File: src/rtl/btn_event_pkg.sv
// Shared types and elaboration helpers for the button event block.
package btn_event_pkg;

    typedef enum logic [2:0] {
        ST_IDLE   = 3'd0,
        ST_PRESS1 = 3'd1,
        ST_HOLD   = 3'd2,
        ST_WAIT2  = 3'd3,
        ST_PRESS2 = 3'd4
    } btn_state_e;

    // Bits needed to hold the values 0..n-1 (at least one bit).
    function automatic int unsigned width_of(input int unsigned n);
        int unsigned w;
        w = 1;
        while ((64'(1) << w) < 64'(n)) w++;
        return w;
    endfunction

    function automatic int unsigned ms_tick_cycles(input int unsigned clk_freq_mhz);
        return clk_freq_mhz * 1000;
    endfunction

    function automatic int unsigned max3(input int unsigned a, input int unsigned b,
                                         input int unsigned c);
        int unsigned m;
        m = (a > b) ? a : b;
        return (m > c) ? m : c;
    endfunction

endpackage

File: src/rtl/btn_event_if.sv
// Level input and event pulse outputs of one button channel.
interface btn_event_if;
    logic sig_i;
    logic held_o;
    logic press_p;
    logic release_p;
    logic click_p;
    logic dclick_p;
    logic long_p;
    logic repeat_p;

    modport master (
        output sig_i,
        input  held_o, press_p, release_p, click_p, dclick_p, long_p, repeat_p
    );

    modport slave (
        input  sig_i,
        output held_o, press_p, release_p, click_p, dclick_p, long_p, repeat_p
    );
endinterface

File: src/rtl/btn_event_ms_tick_gen.sv
// Millisecond prescaler; tick is high while the count sits at its last value.
module ms_tick_gen
    import btn_event_pkg::*;
#(
    parameter int unsigned CLK_FREQ = 100
) (
    input  logic clk,
    input  logic rst_n,
    input  logic clr,
    output logic tick
);
    localparam int unsigned CYC = ms_tick_cycles(CLK_FREQ);
    localparam int unsigned PW  = width_of(CYC);
    localparam logic [PW-1:0] PMAX = PW'(CYC - 1);

    logic [PW-1:0] presc_q, presc_d;

    always_comb begin
        presc_d = presc_q + PW'(1);
        if (clr || presc_q == PMAX) presc_d = '0;
    end

    always_ff @(posedge clk or negedge rst_n) begin
        if (!rst_n) presc_q <= '0;
        else        presc_q <= presc_d;
    end

    assign tick = (presc_q == PMAX);
endmodule

File: src/rtl/btn_event.sv
// Converts a clean button level into press/release/click/double-click/long/repeat pulses.
module btn_event
    import btn_event_pkg::*;
#(
    parameter int unsigned CLK_FREQ  = 100,
    parameter int unsigned LONG_MS   = 1000,
    parameter int unsigned REPEAT_MS = 200,
    parameter int unsigned DCLICK_MS = 300
) (
    input  logic        clk,
    input  logic        rst_n,
    btn_event_if.slave  bus
);
    generate
        if (CLK_FREQ == 0 || LONG_MS == 0 || REPEAT_MS == 0 || DCLICK_MS == 0) begin : g_param_err
            $error("btn_event: CLK_FREQ and all *_MS parameters must be >= 1");
        end
    endgenerate

    localparam int unsigned CW = width_of(max3(LONG_MS, REPEAT_MS, DCLICK_MS));
    localparam logic [CW-1:0] LONG_LAST = CW'(LONG_MS - 1);
    localparam logic [CW-1:0] REP_LAST  = CW'(REPEAT_MS - 1);
    localparam logic [CW-1:0] DCL_LAST  = CW'(DCLICK_MS - 1);

    btn_state_e    state_q;
    logic [CW-1:0] cnt_q;
    logic          sig_d_q;
    logic          rise, fall, edge_w, tick_raw, tick_w;

    assign rise   = bus.sig_i & ~sig_d_q;
    assign fall   = ~bus.sig_i & sig_d_q;
    assign edge_w = rise | fall;
    // An edge restarts timing, so a coincident tick is discarded.
    assign tick_w = tick_raw & ~edge_w;

    ms_tick_gen #(.CLK_FREQ(CLK_FREQ)) u_tick (
        .clk   (clk),
        .rst_n (rst_n),
        .clr   (edge_w),
        .tick  (tick_raw)
    );

    always_ff @(posedge clk or negedge rst_n) begin
        if (!rst_n) begin
            state_q       <= ST_IDLE;
            cnt_q         <= '0;
            sig_d_q       <= 1'b0;
            bus.held_o    <= 1'b0;
            bus.press_p   <= 1'b0;
            bus.release_p <= 1'b0;
            bus.click_p   <= 1'b0;
            bus.dclick_p  <= 1'b0;
            bus.long_p    <= 1'b0;
            bus.repeat_p  <= 1'b0;
        end else begin
            sig_d_q       <= bus.sig_i;
            bus.held_o    <= bus.sig_i;
            bus.press_p   <= 1'b0;
            bus.release_p <= 1'b0;
            bus.click_p   <= 1'b0;
            bus.dclick_p  <= 1'b0;
            bus.long_p    <= 1'b0;
            bus.repeat_p  <= 1'b0;

            if (edge_w)      cnt_q <= '0;
            else if (tick_w) cnt_q <= cnt_q + CW'(1);

            // Every state resets the count at its own threshold, so it never wraps.
            case (state_q)
                ST_IDLE: begin
                    cnt_q <= '0;
                    if (rise) begin
                        bus.press_p <= 1'b1;
                        state_q     <= ST_PRESS1;
                    end
                end
                ST_PRESS1: begin
                    if (fall) begin
                        bus.release_p <= 1'b1;
                        state_q       <= ST_WAIT2;
                    end else if (tick_w && cnt_q == LONG_LAST) begin
                        bus.long_p <= 1'b1;
                        cnt_q      <= '0;
                        state_q    <= ST_HOLD;
                    end
                end
                ST_HOLD: begin
                    if (fall) begin
                        bus.release_p <= 1'b1;
                        state_q       <= ST_IDLE;
                    end else if (tick_w && cnt_q == REP_LAST) begin
                        bus.repeat_p <= 1'b1;
                        cnt_q        <= '0;
                    end
                end
                ST_WAIT2: begin
                    if (rise) begin
                        bus.press_p  <= 1'b1;
                        bus.dclick_p <= 1'b1;
                        state_q      <= ST_PRESS2;
                    end else if (tick_w && cnt_q == DCL_LAST) begin
                        bus.click_p <= 1'b1;
                        cnt_q       <= '0;
                        state_q     <= ST_IDLE;
                    end
                end
                ST_PRESS2: begin
                    if (fall) begin
                        bus.release_p <= 1'b1;
                        state_q       <= ST_IDLE;
                    end else if (tick_w && cnt_q == LONG_LAST) begin
                        bus.long_p <= 1'b1;
                        cnt_q      <= '0;
                        state_q    <= ST_HOLD;
                    end
                end
                default: state_q <= ST_IDLE;
            endcase
        end
    end
endmodule

File: src/flat_wrapper.sv
// flat-port wrapper written by rule: the top's interface ports become plain ports
module btn_event_flat import btn_event_pkg::*;
#(
    parameter int unsigned CLK_FREQ  = 100,
    parameter int unsigned LONG_MS   = 1000,
    parameter int unsigned REPEAT_MS = 200,
    parameter int unsigned DCLICK_MS = 300
)
  (clk, rst_n, bus_sig_i, bus_held_o, bus_press_p, bus_release_p, bus_click_p, bus_dclick_p, bus_long_p, bus_repeat_p);
  btn_event_if bus_i ();
  input  logic clk;
  input  logic rst_n;
  input wire logic [$bits(bus_i.sig_i)-1:0] bus_sig_i;
  output wire logic [$bits(bus_i.held_o)-1:0] bus_held_o;
  output wire logic [$bits(bus_i.press_p)-1:0] bus_press_p;
  output wire logic [$bits(bus_i.release_p)-1:0] bus_release_p;
  output wire logic [$bits(bus_i.click_p)-1:0] bus_click_p;
  output wire logic [$bits(bus_i.dclick_p)-1:0] bus_dclick_p;
  output wire logic [$bits(bus_i.long_p)-1:0] bus_long_p;
  output wire logic [$bits(bus_i.repeat_p)-1:0] bus_repeat_p;
  assign bus_i.sig_i = bus_sig_i;
  assign bus_held_o = bus_i.held_o;
  assign bus_press_p = bus_i.press_p;
  assign bus_release_p = bus_i.release_p;
  assign bus_click_p = bus_i.click_p;
  assign bus_dclick_p = bus_i.dclick_p;
  assign bus_long_p = bus_i.long_p;
  assign bus_repeat_p = bus_i.repeat_p;
  btn_event #(.CLK_FREQ(CLK_FREQ), .LONG_MS(LONG_MS), .REPEAT_MS(REPEAT_MS), .DCLICK_MS(DCLICK_MS)) u_core (.clk(clk), .rst_n(rst_n), .bus(bus_i));
endmodule
File: config.mk
export PLATFORM = sky130hd
export DESIGN_NAME = btn_event_flat
export DESIGN_NICKNAME = d
export VERILOG_FILES = /design/src/rtl/btn_event_pkg.sv /design/src/rtl/btn_event_if.sv /design/src/rtl/btn_event_ms_tick_gen.sv /design/src/rtl/btn_event.sv /design/src/flat_wrapper.sv
export SDC_FILE = /design/constraint.sdc
export NUM_CORES = 1
export LEC_CHECK = 0
export CAP_MARGIN = 20
export CELL_PAD_IN_SITES_DETAIL_PLACEMENT = 1
export CELL_PAD_IN_SITES_GLOBAL_PLACEMENT = 1
export CORE_MARGIN = 2
export CORE_UTILIZATION = 42
export DETAILED_ROUTE_END_ITERATION = 10
export PLACE_DENSITY = 0.74
export SLEW_MARGIN = 20
export SYNTH_ARGS = -nofsm -noshare
export SYNTH_HDL_FRONTEND = slang
export SYNTH_HIERARCHICAL = 1
export SYNTH_SLANG_ARGS = --single-unit
File: constraint.sdc
create_clock -name clk -period 2.4 [get_ports clk]
set_input_delay 0.72 -clock clk [delete_from_list [all_inputs] [get_ports clk]]
set_output_delay 0.72 -clock clk [all_outputs]
set_load 0.02 [all_outputs]
==> results of run 1 <==
==> synthesized netlist by cell type, types with 2 or more instances <==
| cell type | instances | area, um2 |
|---|---|---|
| buf_4 | 2 | 15.0 |
| nand3_2 | 2 | 20.0 |
| a21oi_1 | 11 | 55.1 |
| ha_1 | 4 | 50.1 |
| inv_1 | 10 | 37.5 |
| nor4_1 | 5 | 31.3 |
| nand4_1 | 7 | 43.8 |
| nand2b_1 | 2 | 12.5 |
| xor2_1 | 5 | 43.8 |
| nand3_1 | 11 | 55.1 |
| nand4b_1 | 2 | 17.5 |
| nor3_1 | 12 | 60.1 |
| nand2_1 | 8 | 30.0 |
| nand4bb_1 | 2 | 22.5 |
| and4b_1 | 2 | 20.0 |
| xnor2_1 | 20 | 175 |
| buf_6 | 2 | 22.5 |
| nor2_1 | 27 | 101 |
| dfrtp_1 | 37 | 926 |
| clkbuf_1 | 2 | 7.51 |
| and3_1 | 2 | 12.5 |
==> how the worst max path moves through the flow <==
stage / start / to / slack, ns / depth (start not counted)
2_1_floorplan: u_core/u_tick/presc_q[12]$_DFF_PN0_ / u_core/cnt_q[0]$_DFF_PN0_ / 0.20 / 7
3_3_place_gp: bus_sig_i / u_core/cnt_q[0]$_DFF_PN0_ / -0.15 / 7
3_5_place_dp: bus_sig_i / u_core/cnt_q[2]$_DFF_PN0_ / -0.29 / 7
4_1_cts: u_core/u_tick/presc_q[13]$_DFF_PN0_ / u_core/cnt_q[2]$_DFF_PN0_ / 0.05 / 6
5_1_grt: u_core/u_tick/presc_q[13]$_DFF_PN0_ / u_core/cnt_q[9]$_DFF_PN0_ / -0.19 / 6
6_report: u_core/u_tick/presc_q[13]$_DFF_PN0_ / u_core/cnt_q[0]$_DFF_PN0_ / -0.11 / 7
==> power by group through the flow <==
stage / Combinational (W) / Clock [W] / Sequential, W
4_1_cts: 0.000314 / 0.000581 / 0.000724
5_1_grt: 0.000466 / 0.000606 / 0.000739
3_3_place_gp: 0.000292 / 0 / 0.000734
2_1_floorplan: 0.000252 / 0 / 0.000702
6_report: 0.000436 / 0.000564 / 0.000728
3_5_place_dp: 0.000309 / 0 / 0.000736
==> worst reg2reg max path, stage by stage, from the launching register on <==
cell and delay (ns):
dfrtp_1 0.41, or4b_4 0.58, nor4_4 0.41, and4bb_2 0.35
nand4_4 0.13, a32oi_4 0.31, buf_12 0.17, a21oi_4 0.05
==> final cells by class <==
| cell class | count | area share [%] |
|---|---|---|
| multi-input cells | 143 | 43.8 |
| flip-flops and latches | 37 | 37.5 |
| repair buffers | 26 | 9.84 |
| clock buffers | 7 | 3.50 |
| well taps | 52 | 2.64 |
| inverters | 10 | 1.52 |
| clock inverters | 1 | 1.22 |
==> what timing repair did <==
action,in CTS,in global routing
hold buffers,0,0
endpoints found under the hold margin,0,0
gates resized for setup,1,21
pin swaps,1,16
endpoints found under the setup margin,10,11
setup buffers,0,3
gates cloned,0,1
==> metal layers <==
layer	vias up	wire length (um)
li1	747	-
met1	795	2230
met2	38	2760
met3	8	151
met4	0	67
met5	-	0
==> kinds of logic after synthesis <==
family / count (synthesis) / synth area share [%]
simple gates: 92 / 26.6
compound gates: 19 / 6.83
buf+inv: 17 / 4.47
xor+xnor: 25 / 11.2
flops: 37 / 47.3
mux: 2 / 1.09
fa+ha+maj: 4 / 2.55
==> state kept, by name, summed over array words and instances, names as in the netlist <==
signal / cells
u_core/bus.click_p: 1
u_core/bus.long_p: 1
u_core/bus.repeat_p: 1
u_core/u_tick/presc_q: 17
u_core/sig_d_q: 1
u_core/bus.press_p: 1
u_core/bus.release_p: 1
u_core/bus.dclick_p: 1
u_core/cnt_q: 10
u_core/state_q: 3
==> stage by stage <==
step | util (%) | TNS [ns] | setup WS [ns] | area [um2] | power, W
finish | 55.9 | -0.956 | -0.113 | 2470 | 0.00173
global route | 55.9 | -1.74 | -0.191 | 2470 | 0.00181
detailed placement | 49.4 | -3.05 | -0.291 | 2180 | 0.00105
floorplan | - | 0 | 0.199 | 1960 | 0.000954
global placement | 49.4 | -1.72 | -0.154 | 2180 | 0.00103
CTS | 52.3 | 0 | 0.0516 | 2310 | 0.00162
==> layout by cell type, fill, tap and decap left out, types with 2 or more instances in the layout <==
master           Yosys  layout
nor2_1              27      27
xnor2_1             20      20
clkdlybuf4s50_1      0       9
nor3_2               0       4
buf_4                2      15
nor4_1               5       5
and4b_1              2       2
nand2b_1             2       2
nand3_1             11      11
a21oi_2              0       5
nand2_1              8       8
a21oi_1             11       4
nand4bb_1            2       2
clkbuf_8             0       6
ha_1                 4       4
nand4b_1             2       2
xor2_1               5       5
a32oi_4              1       2
buf_12               0       2
a21oi_4              0       2
inv_1               10      10
dfrtp_1             37      37
nand4_1              7       7
nand3_4              0       2
nor3_1              12       8
==> flow_summary.ini, run 1 <==
[status]
status = complete, but fails checks
violations = setup timing

[setup_path]
reg2reg_slack_ns = -0.11
cp_slowest_cell = or4b_4
critPathBufInv = 1
timing.rr.start = u_core/u_tick/presc_q[13]$_DFF_PN0_
arrival_ns = 2.68
ff2ff_path_depth = 7
crit_family = simple AND/OR/NAND/NOR gates
crit_type = flip-flop to flip-flop
end_kind = flip-flop
cp_slowest_stage_delay_ns = 0.58
cp.required_ns = 2.57
r2r_end = u_core/cnt_q[0]$_DFF_PN0_
cp-start-kind = flip-flop
critPathMaxFanout = 5
crit_chain = or4b_4 > nor4_4 > and4bb_2 > nand4_4 > a32oi_4 > buf_12 > a21oi_4

[clock_tree]
clk_path_buf_depth = 2
cts_num_sinks = 37
clk_pin_slew_worst_paths_ns = 0.07
cts_made_buffers = 5
insertion_delay_ns = 0.29
cts_tree = yes
root_buffer = clkbuf_8
htreeDepth = 2

[logic_synthesis]
synthesis.nets = 203
ys_warn_count = 6
ys.flop_type = dfrtp_1
netlist_area_um2 = 1960
synth_cell_types = 42
ys_ff_latch = 37
async_reset_ff_share_pct = 100
avgSynthCellArea_um2 = 10.0
synth_edf_count = 0
ys_seq_area_share_pct = 47.3
synth_cells = 196

[layout]
seq_area_um2 = 926
n_fill_cell = 484
area_delta_synth_final_pct = 25.9
drive_gt1_share_pct = 21.0
diodes = 0
nets = 230
final_cells = 276
multiInputGateArea_um2 = 1080

[floorplanning]
start_util_pct = 44.4
die_width_um = 72.3
core_area_um2 = 4410
io_pins = 10
num_rows = 24
die_h_um = 72.3
die-area_um2 = 5230

[min_path]
hold_path_depth = 1
hold-path-endpoint = u_core/u_tick/presc_q[0]$_DFF_PN0_
hp-class = flip-flop to flip-flop
min_from = u_core/u_tick/presc_q[0]$_DFF_PN0_

[sta]
finalHoldViolCount = 0
setup_viol = 11
drv_slew = 0
max_slew.worst_pin.slew_ns = 0.506
holdWs_ns = 0.494
rsz0062_at_grt = yes
finalCritPeriodShare_pct = 105
maxSlewHeadroom_pct = 66.0
setup_ws_ns = -0.113
finalClockSkew_ns = 0.00698
clock.fmax_ghz = 0.398
post-route-min-period_ns = 2.51

[power_and_ir_drop]
leakage_nw = 0.958
irDropWorstVdd_mv = 0.256
pwr-share-comb_pct = 25.2
pwr-share-clk_pct = 32.6
swShare_pct = 30.6
intPower_w = 0.00120
power.density_nw_per_um2 = 701
switchingPower_w = 0.000529
pwr-share-seq_pct = 42.1

[placement]
portBuffers = 9
dp_hpwl_um = 3370
gp_congestion = 0.771
dp.cells = 264

[global_routing]
use_met3_pct = 4.58
grt_pass1_wl_um = 7960
antenna_found_initial = 0
grt.total_usage_pct = 20.0
top_usage_layer = met2
grt_max_degree = 38
use_met1_pct = 25.5
overflow = 0
grtUsageMet2_pct = 33.7
grt_pass1_vias = 1634

[job]
drv_cap = 0

[routing]
drt_wl_total_um = 5210
num_vias = 1588
post-route-drc-count = 0
vias_per_cell = 5.75
routedWlPerCell_um = 18.9
drtIter0Drc = 103
ant_nets = 0
firstDrtPassIters = 4
Power figures use the tool's default switching activity.
==> run 2, diff against run 1 <==
--- a/config.mk
+++ b/config.mk
@@ -9,9 +9,10 @@
 export CELL_PAD_IN_SITES_DETAIL_PLACEMENT = 1
 export CELL_PAD_IN_SITES_GLOBAL_PLACEMENT = 1
 export CORE_MARGIN = 2
-export CORE_UTILIZATION = 42
+export CORE_UTILIZATION = 44
 export DETAILED_ROUTE_END_ITERATION = 10
-export PLACE_DENSITY = 0.74
+export DONT_BUFFER_PORTS = 1
+export PLACE_DENSITY = 0.73
 export SLEW_MARGIN = 20
 export SYNTH_ARGS = -nofsm -noshare
 export SYNTH_HDL_FRONTEND = slang
==> run 2 against run 1 <==
Against the previous run: the flow now finishes without violations; final cell count fell by 8.0%; clock skew about the same; cell area down 13%; combinational power shrank 40%; non-clock buffer count shrank 22; sequential share of layout area is 5.8 points higher; worst hold slack lost 0.38 ns; critical path depth fell by 1; setup slack improved by 0.21 ns; clock-buffer cell count did not move; via count down 6.5%; first-iteration DRC count down 17%; critical path type unchanged; highest routed layer unchanged.
==> flow_summary.ini, run 2 (same netlist as run 1, synthesis figures left out) <==
[status]
status = complete, no violations

[setup_path]
cp.required_ns = 2.56
crit_type = flip-flop to flip-flop
arrival_ns = 2.46
critPathMaxFanout = 5
end_kind = flip-flop
cp-start-kind = flip-flop

[layout]
n_fill_cell = 494
reg_top3 = u_core/u_tick/presc_q x17, u_core/cnt_q x10, u_core/state_q x3
multiInputGateArea_um2 = 978
final_cell_mix = dfrtp_1 (37), nor2_1 (27), xnor2_1 (20)
top_register = u_core/u_tick/presc_q
final_common_cell = dfrtp_1
stdcell_area_um2 = 2140
nets = 208
diodes = 0
drive_gt1_share_pct = 10.4
seq_area_um2 = 926
area_delta_synth_final_pct = 9.13
largest_reg_flops = 17

[routing]
num_vias = 1484
post-route-drc-count = 0
vias_per_cell = 5.84
ant_nets = 0
routedWlPerCell_um = 16.5
drtIter0Drc = 85
drt_wl_total_um = 4200
firstDrtPassIters = 4

[global_routing]
grt_pass1_wl_um = 7060
grt.total_usage_pct = 17.8
antenna_found_initial = 0
overflow = 0
grt_max_degree = 38
grt_pass1_vias = 1496

[clock_tree]
cts_num_sinks = 37
cts_made_buffers = 5
insertion_delay_ns = 0.29
root_buffer = clkbuf_8
clk_path_buf_depth = 2
htreeDepth = 2
clk_pin_slew_worst_paths_ns = 0.07
cts_tree = yes

[power_and_ir_drop]
pwr-share-seq_pct = 50.3
leakage_nw = 0.845
swShare_pct = 29.6
switchingPower_w = 0.000435
intPower_w = 0.00103
irDropWorstVdd_mv = 0.267
pwr-share-comb_pct = 17.9
pwr-share-clk_pct = 31.8
power.density_nw_per_um2 = 687

[placement]
gp_congestion = 0.918
portBuffers = 0
dp_hpwl_um = 3030
pre_cts_slack_ns = 0.0203
placed_cell_area_um2 = 2000

[floorplanning]
start_util_pct = 45.3
core_area_um2 = 4320
die-area_um2 = 5000
die_width_um = 70.7
io_pins = 10
num_rows = 24
die_h_um = 70.7

[sta]
finalHoldViolCount = 0
rsz0062_at_grt = yes
max_slew.worst_pin.slew_ns = 0.590
maxSlewHeadroom_pct = 60.4
drv_slew = 0
finalClockSkew_ns = 0.00684
setup_ws_ns = 0.0962
clock.fmax_ghz = 0.434
setup_viol = 0
post-route-min-period_ns = 2.30
finalCritPeriodShare_pct = 96.0

[min_path]
hp-class = primary input to asynchronous set/reset pin

[job]
drv_cap = 0
==> run 2: final cells by class <==
| class | count | share of cell area (%) |
|---|---|---|
| clock buffer | 7 | 4.51 |
| clock inverter | 1 | 0.234 |
| inverter | 10 | 1.76 |
| multi-input combinational | 143 | 45.8 |
| sequential | 37 | 43.3 |
| tap | 52 | 3.04 |
| timing repair buffer | 4 | 1.40 |
==> run 2: critical path, stage by stage, from the launching register on <==
cell,delay (ns)
dfrtp_1,0.42
or4b_1,0.57
nor4_4,0.25
and4bb_1,0.28
nand4_2,0.17
a32oi_2,0.37
a21oi_1,0.12
==> run 2: final timing paths <==
path | startpoint | endpoint | slack, ns | depth (start not counted)
setup / recovery | u_core/u_tick/presc_q[13]$_DFF_PN0_ | u_core/cnt_q[2]$_DFF_PN0_ | 0.1 | 6
hold / removal | rst_n | u_core/state_q[1]$_DFFE_PN0P_ | 0.12 | 0
setup reg to reg | u_core/u_tick/presc_q[13]$_DFF_PN0_ | u_core/cnt_q[2]$_DFF_PN0_ | 0.1 | 6
hold reg to reg | u_core/u_tick/presc_q[0]$_DFF_PN0_ | u_core/u_tick/presc_q[0]$_DFF_PN0_ | 0.49 | 1
max in group asynchronous | rst_n | u_core/cnt_q[4]$_DFF_PN0_ | 2.19 | 0
min in group clk | bus_sig_i | u_core/sig_d_q$_DFF_PN0_ | 0.45 | 0
==> run 2: per-layer routing <==
| layer | vias to the layer above | global-route usage [%] | share of wire [%] |
|---|---|---|---|
| li1 | 703 | - | - |
| met1 | 746 | 23.7 | 46 |
| met2 | 29 | 29.4 | 49 |
| met3 | 6 | 3.85 | 3.3 |
| met4 | 0 | 5.03 | 1.2 |
| met5 | - | 0 | 0 |
==> run 2: per-stage QoR <==
stage | setup TNS (ns) | cells | power, W | util, % | hold WS [ns]
after floorplan | 0 | 196 | 0.000954 | - | 0.424
after global placement | 0 | 245 | 0.000972 | 46.4 | 0.425
after detailed placement | 0 | 245 | 0.000995 | 46.4 | 0.425
after CTS | 0 | 253 | 0.00147 | 48.7 | 0.108
after global routing | -0.0509 | 254 | 0.00155 | 49.5 | 0.100
final | 0 | 254 | 0.00147 | 49.5 | 0.118
==> run 2: power groups by stage <==
stage          Sequential (W)  Clock, W  Combinational [W]
2_1_floorplan        0.000702         0           0.000252
3_3_place_gp         0.000746         0           0.000225
3_5_place_dp         0.000753         0           0.000243
4_1_cts              0.000740  0.000487           0.000244
5_1_grt              0.000746  0.000511           0.000292
6_report             0.000739  0.000467           0.000263
==> run 2: what timing repair did <==
action / CTS / global route
buffers inserted: 0 / 0
hold buffers: 0 / 0
setup endpoints to repair: 0 / 11
resized for setup: 0 / 2
